--- src/rtl/cmd_arb.sv ---
// Command arbiter: queues BLE commands in a FIFO, arbitrates against the tour
// sequencer, presents one command at a time and routes the response to its owner.
// Optional drop counter port ovf_cnt is enabled by defining CMD_ARB_OVF_CNT_EN.
module cmd_arb #(
  parameter int DEPTH    = 4,
  parameter int TOUR_PRI = 1
) (
  input  logic        clk,
  input  logic        rst_n,
  input  logic [15:0] ble_cmd,
  input  logic        ble_cmd_vld,
  output logic        ble_full,
  output logic        ble_ovf,
  input  logic [15:0] tour_cmd,
  input  logic        tour_cmd_rdy,
  output logic        tour_clr,
  output logic [15:0] cmd,
  output logic        cmd_rdy,
  input  logic        clr_cmd_rdy,
  input  logic        send_resp,
  output logic        ble_resp,
  output logic        tour_resp,
  output logic        cmd_err,
  output logic        busy
`ifdef CMD_ARB_OVF_CNT_EN
  ,
  output logic [7:0]  ovf_cnt
`endif
);

  localparam int AW = $clog2(DEPTH);
  localparam int CW = AW + 1;

  typedef enum logic [1:0] {
    IDLE      = 2'd0,
    PRESENT   = 2'd1,
    WAIT_RESP = 2'd2
  } state_t;

  state_t          state_q, state_d;
  logic [15:0]     mem_q [DEPTH];
  logic [AW-1:0]   rd_ptr_q, rd_ptr_d;
  logic [AW-1:0]   wr_ptr_q, wr_ptr_d;
  logic [CW-1:0]   count_q, count_d;
  logic            full_q, full_d;
  logic            ovf_q, ovf_d;
  logic [15:0]     cmd_q, cmd_d;
  logic            owner_q, owner_d;
  logic            bresp_q, bresp_d;
  logic            tresp_q, tresp_d;
  logic            err_q, err_d;

  logic            push, drop, pop;
  logic            ble_avail, sel_tour, sel_ble;
  logic [15:0]     head, sel_word;

  function automatic logic op_legal(input logic [3:0] op);
    case (op)
      4'b0010, 4'b0100, 4'b0101, 4'b0110: op_legal = 1'b1;
      default:                            op_legal = 1'b0;
    endcase
  endfunction

  // Fullness comes from the registered flag, so a push in the same cycle as a pop while full is dropped.
  assign push      = ble_cmd_vld & ~full_q;
  assign drop      = ble_cmd_vld & full_q;
  assign head      = mem_q[rd_ptr_q];
  assign ble_avail = (count_q != '0);
  assign sel_tour  = tour_cmd_rdy & ((TOUR_PRI != 0) | ~ble_avail);
  assign sel_ble   = ble_avail & ~sel_tour;
  assign sel_word  = sel_tour ? tour_cmd : head;

  always_comb begin
    wr_ptr_d = wr_ptr_q;
    rd_ptr_d = rd_ptr_q;
    count_d  = count_q;
    if (push) wr_ptr_d = wr_ptr_q + AW'(1);
    if (pop)  rd_ptr_d = rd_ptr_q + AW'(1);
    case ({push, pop})
      2'b10:   count_d = count_q + CW'(1);
      2'b01:   count_d = count_q - CW'(1);
      default: count_d = count_q;
    endcase
    full_d = (count_d == CW'(DEPTH));
    ovf_d  = drop;
  end

  always_comb begin
    state_d  = state_q;
    cmd_d    = cmd_q;
    owner_d  = owner_q;
    pop      = 1'b0;
    tour_clr = 1'b0;
    err_d    = 1'b0;
    bresp_d  = 1'b0;
    tresp_d  = 1'b0;
    case (state_q)
      IDLE: begin
        if (sel_tour || sel_ble) begin
          cmd_d    = sel_word;
          owner_d  = sel_tour;
          pop      = sel_ble;
          tour_clr = sel_tour & rst_n;
          if (op_legal(sel_word[15:12])) state_d = PRESENT;
          else                           err_d   = 1'b1;
        end
      end
      PRESENT: begin
        if (clr_cmd_rdy) begin
          // Tour start gets no processor response, so completion is signalled right away.
          if (cmd_q[15:12] == 4'b0110) begin
            state_d = IDLE;
            bresp_d = ~owner_q;
            tresp_d = owner_q;
          end else begin
            state_d = WAIT_RESP;
          end
        end
      end
      WAIT_RESP: begin
        if (send_resp) begin
          state_d = IDLE;
          bresp_d = ~owner_q;
          tresp_d = owner_q;
        end
      end
      default: state_d = IDLE;
    endcase
  end

  always_ff @(posedge clk) begin
    if (push) mem_q[wr_ptr_q] <= ble_cmd;
  end

  always_ff @(posedge clk) begin
    if (!rst_n) begin
      state_q  <= IDLE;
      rd_ptr_q <= '0;
      wr_ptr_q <= '0;
      count_q  <= '0;
      full_q   <= 1'b0;
      ovf_q    <= 1'b0;
      cmd_q    <= '0;
      owner_q  <= 1'b0;
      bresp_q  <= 1'b0;
      tresp_q  <= 1'b0;
      err_q    <= 1'b0;
    end else begin
      state_q  <= state_d;
      rd_ptr_q <= rd_ptr_d;
      wr_ptr_q <= wr_ptr_d;
      count_q  <= count_d;
      full_q   <= full_d;
      ovf_q    <= ovf_d;
      cmd_q    <= cmd_d;
      owner_q  <= owner_d;
      bresp_q  <= bresp_d;
      tresp_q  <= tresp_d;
      err_q    <= err_d;
    end
  end

`ifdef CMD_ARB_OVF_CNT_EN
  logic [7:0] ovf_cnt_q, ovf_cnt_d;

  always_comb begin
    ovf_cnt_d = ovf_cnt_q;
    if (bresp_q) ovf_cnt_d = '0;
    if (drop && (ovf_cnt_d != 8'hFF)) ovf_cnt_d = ovf_cnt_d + 8'd1;
  end

  always_ff @(posedge clk) begin
    if (!rst_n) ovf_cnt_q <= '0;
    else        ovf_cnt_q <= ovf_cnt_d;
  end

  assign ovf_cnt = ovf_cnt_q;
`endif

  assign ble_full  = full_q;
  assign ble_ovf   = ovf_q;
  assign cmd       = cmd_q;
  assign cmd_rdy   = (state_q == PRESENT);
  assign busy      = (state_q != IDLE);
  assign ble_resp  = bresp_q;
  assign tour_resp = tresp_q;
  assign cmd_err   = err_q;

endmodule

--- config.mk ---
export PLATFORM = sky130hd
export DESIGN_NAME = cmd_arb
export DESIGN_NICKNAME = d
export VERILOG_FILES = /design/src/rtl/cmd_arb.sv
export SDC_FILE = /design/constraint.sdc
export NUM_CORES = 1
export LEC_CHECK = 0
export BUFFER_PORTS_ARGS = -buffer_cell sky130_fd_sc_hd__buf_2
export CORE_ASPECT_RATIO = 1.4
export CORE_MARGIN = 2
export CORE_UTILIZATION = 53
export DETAILED_ROUTE_END_ITERATION = 10
export GPL_ROUTABILITY_DRIVEN = 0
export GPL_TIMING_DRIVEN = 1
export PLACE_DENSITY = 0.75
export SLEW_MARGIN = 0
export SYNTH_ARGS = -nofsm -noshare
export SYNTH_HDL_FRONTEND = slang
export SYNTH_SLANG_ARGS = --single-unit
--- constraint.sdc ---
create_clock -name clk -period 5.1 [get_ports clk]
set_input_delay 0 -clock clk [delete_from_list [all_inputs] [get_ports clk]]
set_output_delay 0 -clock clk [all_outputs]
set_load 0.1 [all_outputs]
==> results of run 1 <==
[worst max path at each step]
stage / start / endpoint / slack [ns] / cells past startpoint
2_1_floorplan: state_q[0] / ble_full / 2.24 / 10
3_3_place_gp: state_q[0] / ble_full / 2.87 / 10
3_5_place_dp: state_q[0] / ble_full / 2.73 / 10
4_1_cts: state_q[1] / ble_full / 2.70 / 10
5_1_grt: state_q[1] / ble_full / 2.47 / 10
6_report: state_q[1] / ble_full / 2.72 / 10
[metrics by stage]
stage | cells | power [mW] | area, um2 | setup WS, ns
after floorplan | 270 | 1.910 | 3906 | 2.239
after global placement | 418 | 2.074 | 4293 | 2.865
after detailed placement | 418 | 2.098 | 4293 | 2.726
after CTS | 462 | 2.661 | 4802 | 2.702
after global routing | 462 | 2.772 | 4802 | 2.473
final | 462 | 2.644 | 4802 | 2.719
[Yosys cell counts, types with 2 or more instances]
cell type | instances | share of area (%)
clkbuf_1 | 9 | 0.86
a21boi_0 | 2 | 0.38
inv_1 | 10 | 0.96
nor2b_1 | 5 | 0.80
xnor2_1 | 4 | 0.90
a21oi_1 | 4 | 0.51
and2_1 | 12 | 1.9
ha_1 | 8 | 2.6
edfxtp_1 | 64 | 49
buf_2 | 2 | 0.26
nand3_1 | 13 | 1.7
o211a_1 | 13 | 3.3
nor2_1 | 8 | 0.77
nand2_1 | 33 | 3.2
dfxtp_1 | 33 | 17
and3_1 | 2 | 0.32
a22oi_1 | 4 | 0.77
o21ai_0 | 5 | 0.64
mux4_2 | 12 | 6.9
nor3_1 | 3 | 0.38
mux2i_1 | 9 | 2.3
[tightest hold or removal path, stage by stage]
cell,delay (ns)
buf_2,0.08
nand2_1,0.05
nand3_1,0.08
o211a_1,0.14
[flip-flops by register name, summed over array words and instances, names as in the netlist, named ones only]
register,cells
rd_ptr_q,2
ble_full,1
owner_q,1
ble_resp,1
cmd_err,1
cmd,16
state_q,2
ble_ovf,1
tour_resp,1
wr_ptr_q,2
mem_q,64
count_q,3
[layout make-up]
class,instances,share of cell area [%]
inverter,10,0.7817
clock inverter,7,2.189
sequential,97,53.78
multi-input combinational,151,25.64
clock buffer,9,2.579
tap,97,2.527
timing repair buffer,91,12.51
[per-layer routing]
metal	vias to the layer above	global-route usage, %	share of wire, %
met1	1197	24.90	44
li1	1170	-	-
met4	0	9.740	2.4
met2	77	31.10	49
met5	-	0	0
met3	15	4.366	4.1
[cell families after synthesis]
kind of cell               Yosys count  synth area share, %
xor gates and xnor gates             5                1.121
DFF                                 97                66.11
muxes                               23                10.47
AOI/OAI and AO/OA                   32                6.470
buffers and inverters               22                2.370
and+or+nand+nor                     82                10.38
adders and majority gates            9                3.075
[what timing repair did]
action / CTS / global route
hold endpoints to repair: 76 / 0
resized for setup: 0 / 0
hold buffers: 28 / 0
[power breakdown]
group	leakage [nW]	switching, mW	total (mW)	internal (mW)
clock	0.110	0.269	0.550	0.281
combinational	0.974	0.757	1.06	0.302
sequential	0.859	0.0694	1.03	0.965
total	1.94	1.10	2.64	1.55
==> summary.txt, run 1 <==
Synth
  • Yosys cell types: 36
  • Syn. warnings: 0
  • EDFF count, synth: between 60 and 70
  • Sequential area share after synthesis: 66.11%
  • Post-synth ARST share: 0%
  • Synth Cell Area: between 3000 and 4000 um2
  • Synth Instances: 270
  • Post-synth top flop: edfxtp_1
  • Syn Nets: between 300 and 400
  • Syn_area_per_cell: around 14 um2
  • Synth Register Bits: just under 100

Pwr
  • Leakage Power: 1.943 nW
  • Peak supply drop: 0.0002976 V
  • Pwr per Cell Area: between 500 and 600 nW/um2

CTS
  • Root Buffer Master: clkbuf_8
  • CTS Buf Count: 9
  • Clock Tree Buf Depth: 2
  • CTS tree: done
  • Clk sink count: 97
  • Max H-tree Level: 3
  • Worst skew pair latency: about 0.36 ns
  • Setup bufs post-CTS: 0
  • Clk slew on worst S/H paths: approximately 0.10 ns

Setup path
  • Worst Path Arrival: 2.68 ns
  • Worst path slowest cell: nor3_1
  • Max incr delay on CP: roughly 0.39 ns
  • Req. time, crit path: roughly 5.4 ns
  • Critical path's top delay family: simple AND/OR/NAND/NOR gates
  • Worst Setup End Kind: flop
  • Worst r2r src: state_q[1]
  • RR Endpoint: ble_full
  • Reg-to-reg slack, setup: about 2.7 ns
  • CP Buf/Inv Count: 2
  • Critical-path cell list: inv_1 -> ha_1 -> inv_1 -> nor3_1 -> ha_1 -> fa_1 -> xnor2_1 -> or3_1 -> a21boi_0 -> nor2b_1
  • Critical path class: flop to flop
  • Worst R2R Path Depth: 10
  • Crit-path max FO: 4
  • Setup crit start kind: flop

Drt
  • DR vias: 2459
  • Residual DRC count: 0
  • 1st-pass router iterations: 8
  • Drt first-iter violations: between 200 and 250
  • Post-DRT Antenna Nets: 0
  • Routed length per instance: approximately 16 um
  • Final WL: ~7.4 mm
  • DR vias/cell: roughly 5.3

GRT
  • Largest net degree at the start of global routing: 34
  • Vias in the first global route: ~2400
  • Initial antenna violation count: 0
  • GRT Total Usage: approximately 19%
  • First-pass GRT wire length: between 10 and 15 mm
  • GRT overflow: 0

Floorplan
  • Initial Utilization: a little over half
  • Cell Rows: 37
  • Ports: 62
  • Die Wd: between 70 and 80 um
  • Die height: 105.6 um
  • Core box area: about 7300 um2
  • Die ar.: between 8000 and 9000 um2

Timing
  • Setup_tns: 0 ns
  • Final hold violation count: 0
  • Fin crit share: around 47%
  • # setup viols final: 0
  • Worst slew pin tran: 0.9107 ns
  • Pins Over Slew Limit: 0
  • Period minus WS final: roughly 2.4 ns
  • Max_slew headroom: around two fifths
  • Clk_skew: 0.01359 ns
  • Hold slack: around 0.0058 ns
  • Fmax: roughly 420 MHz
  • RSZ-0062 raised after global routing: no

Layout
  • Commonest cells after routing, fill and taps aside: edfxtp_1, buf_2, nand2_1, dfxtp_1, dlygate4sd3_1
  • Ant. Diodes: 0
  • Multi-input logic area: 1231 um2
  • Net count, final: 407
  • Flip-flop and latch area: about 2600 um2
  • Layout cell share with drive strength beyond 1: roughly a quarter
  • Commonest non-fill, non-tap cell in the layout: edfxtp_1
  • # fillers: approximately 540
  • Final Util: about two thirds
  • Layout area overhead: 22.93%

Job
  • Max-Cap Viols: 0

Hold path
  • Hold path cells: 4
  • Worst hold endpoint: cmd[9]
  • Hold_sp: tour_cmd[9]
  • Tightest Hold Check Type: primary input to flop

Placement
  • Port bufs: 61
  • Hpwl dp: 4.677 mm

Status
  • Status: completed
(Power assumes the default switching activity.)
==> inputs of run 2 (changes only) <==
==> constraint.sdc (replaced) <==
create_clock -name clk -period 2.3 [get_ports clk]
set_input_delay 0 -clock clk [delete_from_list [all_inputs] [get_ports clk]]
set_output_delay 0 -clock clk [all_outputs]
set_load 0.1 [all_outputs]
==> run 2 against run 1 <==
Non-clock buffer count increased by 7. Global-route usage increased by 0.18 points. Hold slack about the same. First-iteration DRC count decreased by 29%. Via count decreased by 1.2%. Final area increased by 0.34%. Die area unchanged. Critical endpoint unchanged. Largest cell class unchanged. Largest power group unchanged.
==> summary.txt, run 2 (same netlist as run 1, synthesis figures left out) <==
Timing
  • Setup_tns: 0 ns (unchanged)
  • Clk_skew: 0.009382 ns (was 0.01359 ns)
  • Pins Over Slew Limit: 0 (unchanged)
  • # setup viols final: 0 (unchanged)
  • Setup ws final: 0.1667 ns (was 2.719 ns)
  • Worst slew pin tran: 0.5278 ns (was 0.9107 ns)
  • Final hold violation count: 0 (unchanged)
  • Fmax: 468.7 MHz (was 420.1 MHz)
  • Max_slew headroom: 64.81% (was 39.29%)
  • Hold slack: 0.005951 ns (was 0.005791 ns)
  • RSZ-0062 raised after global routing: no (unchanged)
  • Period minus WS final: 2.133 ns (was 2.381 ns)
  • Fin crit share: 92.75% (was 46.68%)

Hold path
  • Tightest Hold Check Type: primary input to flop (unchanged)

Floorplan
  • Core box area: 7268 um2 (unchanged)
  • Die ar.: 8083 um2 (unchanged)
  • Ports: 62 (unchanged)
  • Initial Utilization: 53.74% (unchanged)
  • Die height: 105.6 um (unchanged)
  • Cell Rows: 37 (unchanged)
  • Die Wd: 76.56 um (unchanged)

GRT
  • First-pass GRT wire length: 11.96 mm (was 11.90 mm)
  • Initial antenna violation count: 0 (unchanged)
  • Met1 Usage GRT: 25.21% (was 24.90%)
  • Vias in the first global route: 2425 (was 2413)
  • GRT Total Usage: 19.57% (was 19.38%)
  • GR Layer Usage met2: 33.12% (was 31.10%)
  • M3 GR Usage: 2.825% (was 4.366%)
  • GRT overflow: 0 (unchanged)
  • Largest net degree at the start of global routing: 34 (unchanged)
  • GR peak layer: met2 (unchanged)

Layout
  • Commonest non-fill, non-tap cell in the layout: edfxtp_1 (unchanged)
  • Finished Layout Cells: 469 (was 462)
  • Ant. Diodes: 0 (unchanged)
  • Largest reg by FF count: mem_q (unchanged)
  • # fillers: 550 (was 544)
  • Layout area overhead: 23.35% (was 22.93%)
  • Commonest cells after routing, fill and taps aside: edfxtp_1, buf_2, nand2_1, dfxtp_1, dlygate4sd3_1 (unchanged)
  • Max reg flops: 64 (unchanged)
  • Layout cell share with drive strength beyond 1: 29.84% (was 25.75%)
  • Flip-flop and latch area: 2584 um2 (was 2582 um2)
  • Net count, final: 414 (was 407)
  • Multi-input logic area: 1265 um2 (was 1231 um2)

Drt
  • Post-DRT Antenna Nets: 0 (unchanged)
  • 1st-pass router iterations: 4 (was 8)
  • DR vias: 2429 (was 2459)
  • Drt first-iter violations: 147 (was 207)
  • Routed length per instance: 15.59 um (was 16.05 um)
  • Final WL: 7.314 mm (was 7.413 mm)
  • DR vias/cell: 5.179 (was 5.323)
  • Residual DRC count: 0 (unchanged)

Setup path
  • Worst r2r src: state_q[0] (was state_q[1])
  • Critical path class: flop to flop (unchanged)
  • Crit path launch: state_q[0] (was state_q[1])
  • Crit path capture: ble_full (unchanged)
  • Critical-path cell list: inv_2 -> ha_4 -> clkinvlp_4 -> nor3_4 -> ha_2 -> fa_2 -> xnor2_1 -> or3_1 -> a21boi_1 -> nor2b_1 (was inv_1 -> ha_1 -> inv_1 -> nor3_1 -> ha_1 -> fa_1 -> xnor2_1 -> or3_1 -> a21boi_0 -> nor2b_1)
  • Critical path's top delay family: adder cells (was simple AND/OR/NAND/NOR gates)
  • Max incr delay on CP: 0.38 ns (was 0.39 ns)
  • Worst path slowest cell: dfxtp_1 (was nor3_1)
  • Req. time, crit path: 2.60 ns (was 5.40 ns)
  • Crit-path max FO: 4 (unchanged)
  • RR Endpoint: ble_full (unchanged)
  • Reg-to-reg slack, setup: 0.17 ns (was 2.72 ns)
  • Worst Path Arrival: 2.44 ns (was 2.68 ns)
  • Setup crit start kind: flop (unchanged)
  • CP Buf/Inv Count: 2 (unchanged)
  • Instance count on the critical path: 10 (unchanged)
  • Worst R2R Path Depth: 10 (unchanged)
  • Worst Setup End Kind: flop (unchanged)

Pwr
  • Pwr per Cell Area: 1173 nW/um2 (was 550.6 nW/um2)
  • Clock network power share: 16.6% (was 20.8%)
  • Logic pwr share: 43.2% (was 40.1%)
  • Flop pwr share: 40.2% (was 39.1%)
  • NetSw: 2.397 mW (was 1.095 mW)
  • Leakage Power: 1.946 nW (was 1.943 nW)
  • Cell internal pwr: 3.257 mW (was 1.549 mW)
  • Switching portion of total power: 42.39% (was 41.42%)
  • Peak supply drop: 0.0007142 V (was 0.0002976 V)

CTS
  • Max H-tree Level: 3 (unchanged)
  • CTS Buf Count: 9 (unchanged)
  • CTS tree: done (unchanged)
  • Setup bufs post-CTS: 0 (unchanged)
  • Clock Tree Buf Depth: 2 (unchanged)
  • Clk sink count: 97 (unchanged)
  • Worst skew pair latency: 0.36 ns (about the same)
  • Root Buffer Master: clkbuf_8 (unchanged)
  • Clk slew on worst S/H paths: 0.09 ns (was 0.10 ns)

Placement
  • Worst slack at placement: 0.1024 ns (was 2.726 ns)
  • Port bufs: 61 (unchanged)
  • Post-Place Cells: 428 (was 418)
  • Hpwl dp: 4.783 mm (was 4.677 mm)

Job
  • Max-Cap Viols: 0 (unchanged)

Status
  • Status: completed (unchanged)
-- run 2: final cells by class --
cell class                      count  area share (%)
Clock buffer                       10           2.649
Timing Repair Buffer               98           13.40
Inverter                           10          0.8569
Tap cell                           97           2.519
Clock inverter                      6          0.7011
Sequential cell                    97           53.62
Multi-Input combinational cell    151           26.25
-- run 2: worst min-delay path by stage --
stage / start / to / slack, ns / cells past startpoint
after global placement: ble_cmd[14] / mem_q[0][14] / 0.21 / 1
after floorplan: ble_cmd[0] / mem_q[0][0] / 0.1 / 0
final: tour_cmd[8] / cmd[8] / 0.006 / 4
after CTS: tour_cmd[7] / cmd[7] / 0.001 / 4
after global routing: tour_cmd[8] / cmd[8] / 0.03 / 4
after detailed placement: ble_cmd[1] / mem_q[3][1] / 0.22 / 1
-- run 2: stage by stage --
| stage | cell area, um2 | util, % | power [mW] |
|---|---|---|---|
| global placement | 4402 | 60.56 | 4.691 |
| floorplan | 3940 | - | 4.283 |
| CTS | 4813 | 66.22 | 5.690 |
| global route | 4818 | 66.29 | 5.956 |
| finish | 4818 | 66.29 | 5.653 |
| detailed placement | 4402 | 60.56 | 4.732 |
-- run 2: tightest hold or removal path, cell delays in order --
cell and delay [ns]:
buf_2 0.08, nand2_1 0.04, nand3_1 0.07, o211a_1 0.14
-- run 2: layer usage --
layer	wire length, um	vias up
li1	-	1189
met1	3250	1172
met2	3736	57
met3	181	11
met4	146	0
met5	0	-
-- run 2: repair_timing --
item | CTS | global route
gates resized for setup | 0 | 1
setup endpoints to repair | 0 | 1
hold endpoints to repair | 73 | 0
hold buffers | 25 | 0
-- run 2: power groups by stage --
| stage | combinational (mW) | clock, mW | sequential, mW |
|---|---|---|---|
| final | 2.44 | 0.937 | 2.27 |
| after global routing | 2.62 | 1.03 | 2.30 |
| after CTS | 2.46 | 0.961 | 2.27 |
| after detailed placement | 2.42 | 0 | 2.31 |
| after global placement | 2.39 | 0 | 2.30 |
| after floorplan | 1.10 | 0 | 3.18 |
==> inputs of run 3 (changes only) <==
--- a/config.mk
+++ b/config.mk
@@ -13,6 +13,7 @@
 export GPL_ROUTABILITY_DRIVEN = 0
 export GPL_TIMING_DRIVEN = 1
 export PLACE_DENSITY = 0.75
+export REMOVE_ABC_BUFFERS = 1
 export SLEW_MARGIN = 0
 export SYNTH_ARGS = -nofsm -noshare
 export SYNTH_HDL_FRONTEND = slang
==> run 3 against run 2 <==
Worst setup slack lost 0.028 ns. Die area unchanged. Via count up 2.2%. Final cell count grew 1.3%. Count of clock-buffer cells in the layout is 2 higher. Combinational power decreased by 2%. Hold slack better by 0.034 ns. Non-clock buffer count up 6. Critical path type unchanged.
==> summary.txt, run 3 (same netlist as run 1, synthesis figures left out) <==
Drt
  • Residual DRC count: 0 (unchanged)
  • Final WL: 7.543 mm (was 7.314 mm)
  • DR vias: 2483 (was 2429)
  • Drt first-iter violations: 75 (was 147)
  • 1st-pass router iterations: 4 (unchanged)
  • Routed length per instance: 15.88 um (was 15.59 um)
  • Post-DRT Antenna Nets: 0 (unchanged)
  • DR vias/cell: 5.227 (was 5.179)

Pwr
  • Tot Pwr: 5.764 mW (was 5.653 mW)
  • Leakage Power: 1.993 nW (was 1.946 nW)
  • Pwr per Cell Area: 1183 nW/um2 (was 1173 nW/um2)
  • Peak supply drop: 0.0007189 V (was 0.0007142 V)

Floorplan
  • Die ar.: 8083 um2 (unchanged)
  • Cell Rows: 37 (unchanged)
  • Ports: 62 (unchanged)
  • Die Wd: 76.56 um (unchanged)
  • Initial Utilization: 53.74% (unchanged)
  • Core box area: 7268 um2 (unchanged)
  • Die height: 105.6 um (unchanged)

CTS
  • Root Buffer Master: clkbuf_8 (unchanged)
  • CTS Buf Count: 9 (unchanged)
  • Clock Tree Buf Depth: 2 (unchanged)
  • Max H-tree Level: 3 (unchanged)
  • CTS tree: done (unchanged)
  • Worst skew pair latency: 0.36 ns (about the same)
  • Clk slew on worst S/H paths: 0.08 ns (was 0.09 ns)
  • Clk sink count: 97 (unchanged)

Placement
  • Hpwl dp: 4.905 mm (was 4.783 mm)
  • Worst slack at placement: -0.01571 ns (was 0.1024 ns)
  • Post-Place Cells: 430 (was 428)
  • DP Area: 4385 um2 (was 4402 um2)
  • Port bufs: 61 (unchanged)

Hold path
  • Hold_sp: tour_cmd[6] (was tour_cmd[8])
  • Tightest Hold Check Type: primary input to flop (unchanged)

Setup path
  • Crit-path max FO: 4 (unchanged)
  • Worst Setup End Kind: flop (unchanged)
  • Req. time, crit path: 2.60 ns (about the same)
  • Crit path launch: state_q[0] (unchanged)
  • Critical path class: flop to flop (unchanged)
  • Worst r2r src: state_q[0] (unchanged)
  • Setup crit start kind: flop (unchanged)
  • Worst Path Arrival: 2.46 ns (was 2.44 ns)

GRT
  • GRT Total Usage: 19.97% (was 19.57%)
  • Met1 Usage GRT: 21.57% (was 25.21%)
  • GR peak layer: met2 (unchanged)
  • GR Layer Usage met2: 35.97% (was 33.12%)
  • Vias in the first global route: 2568 (was 2425)
  • M3 GR Usage: 5.479% (was 2.825%)
  • First-pass GRT wire length: 12.08 mm (was 11.96 mm)
  • Initial antenna violation count: 0 (unchanged)
  • Largest net degree at the start of global routing: 33 (was 34)
  • GRT overflow: 0 (unchanged)

Timing
  • Period minus WS final: 2.161 ns (was 2.133 ns)
  • Setup_tns: 0 ns (unchanged)
  • Worst slew pin tran: 0.5035 ns (was 0.5278 ns)
  • Pins Over Slew Limit: 0 (unchanged)
  • # setup viols final: 0 (unchanged)
  • Fmax: 462.7 MHz (was 468.7 MHz)
  • Max_slew headroom: 66.39% (was 64.81%)
  • Setup ws final: 0.1386 ns (was 0.1667 ns)
  • Hold slack: 0.03948 ns (was 0.005951 ns)
  • RSZ-0062 raised after global routing: no (unchanged)
  • Clk_skew: 0.005857 ns (was 0.009382 ns)
  • Fin crit share: 93.97% (was 92.75%)
  • Final hold violation count: 0 (unchanged)

Layout
  • Layout area overhead: 24.76% (was 23.35%)
  • Layout cell share with drive strength beyond 1: 28.84% (was 29.84%)
  • Ant. Diodes: 0 (unchanged)
  • Finished Layout Cells: 475 (was 469)
  • Commonest cells after routing, fill and taps aside: edfxtp_1, buf_2, nand2_1, dfxtp_1, dlygate4sd3_1 (unchanged)
  • Commonest non-fill, non-tap cell in the layout: edfxtp_1 (unchanged)
  • Net count, final: 420 (was 414)
  • Max reg flops: 64 (unchanged)
  • Largest reg by FF count: mem_q (unchanged)
  • Final instance area: 4873 um2 (was 4818 um2)
  • Final Util: 67.05% (was 66.29%)

Status
  • Status: completed (unchanged)

Job
  • Max-Cap Viols: 0 (unchanged)
run 3: changes by cell type in the layout (fill, tap and decap cells not counted), moves of 2 or more:
cell           before  now
clkinvlp_4          2    0
inv_1               7    9
dlygate4sd3_1      25   29
buf_4              12   14
run 3: path summary, 6_finish.rpt:
| kind | endpoint | slack, ns | cells past startpoint |
|---|---|---|---|
| max | ble_full | 0.14 | 10 |
| min | cmd[6] | 0.04 | 4 |
| min reg2reg | ble_resp | 0.44 | 1 |
| max reg2reg | ble_full | 0.14 | 10 |
run 3: report_power, final:
group,switching (mW),leakage (nW),internal [mW],total (mW)
clock network,0.537,0.0954,0.524,1.06
registers,0.168,0.860,2.14,2.31
logic,1.66,1.04,0.731,2.39
total,2.37,1.99,3.40,5.76
run 3: worst max-delay path, cell delays in order (launching register included):
cell and delay (ns):
dfxtp_2 0.35, inv_1 0.06, ha_1 0.23, inv_2 0.10, nor3_2 0.06, ha_2 0.20, fa_1 0.37, xnor2_1 0.14
or3_1 0.30, a21boi_1 0.17, nor2b_1 0.13
run 3: area by class of cell:
| cell class | count | area [um2] |
|---|---|---|
| fillers | 520 | 2395 |
| flip-flops and latches | 97 | 2585 |
| clock buffers | 12 | 145.1 |
| inverters | 10 | 37.54 |
| repair buffers | 104 | 700.7 |
| well taps | 97 | 121.4 |
| clock inverters | 4 | 42.54 |
| multi-input cells | 151 | 1241 |
run 3: repair_timing:
action                                 CTS  global route
endpoints found under the hold margin   77             0
hold buffers                            29             0
buffers inserted                         0             0
setup endpoints to repair                1             2
gates resized for setup                  1             5
gates cloned                             0             0
run 3: metal layers:
layer | up-vias | part of all wire (%)
li1 | 1195 | -
met3 | 14 | 5.0
met4 | 0 | 2.2
met2 | 64 | 54
met1 | 1210 | 39
met5 | - | 0
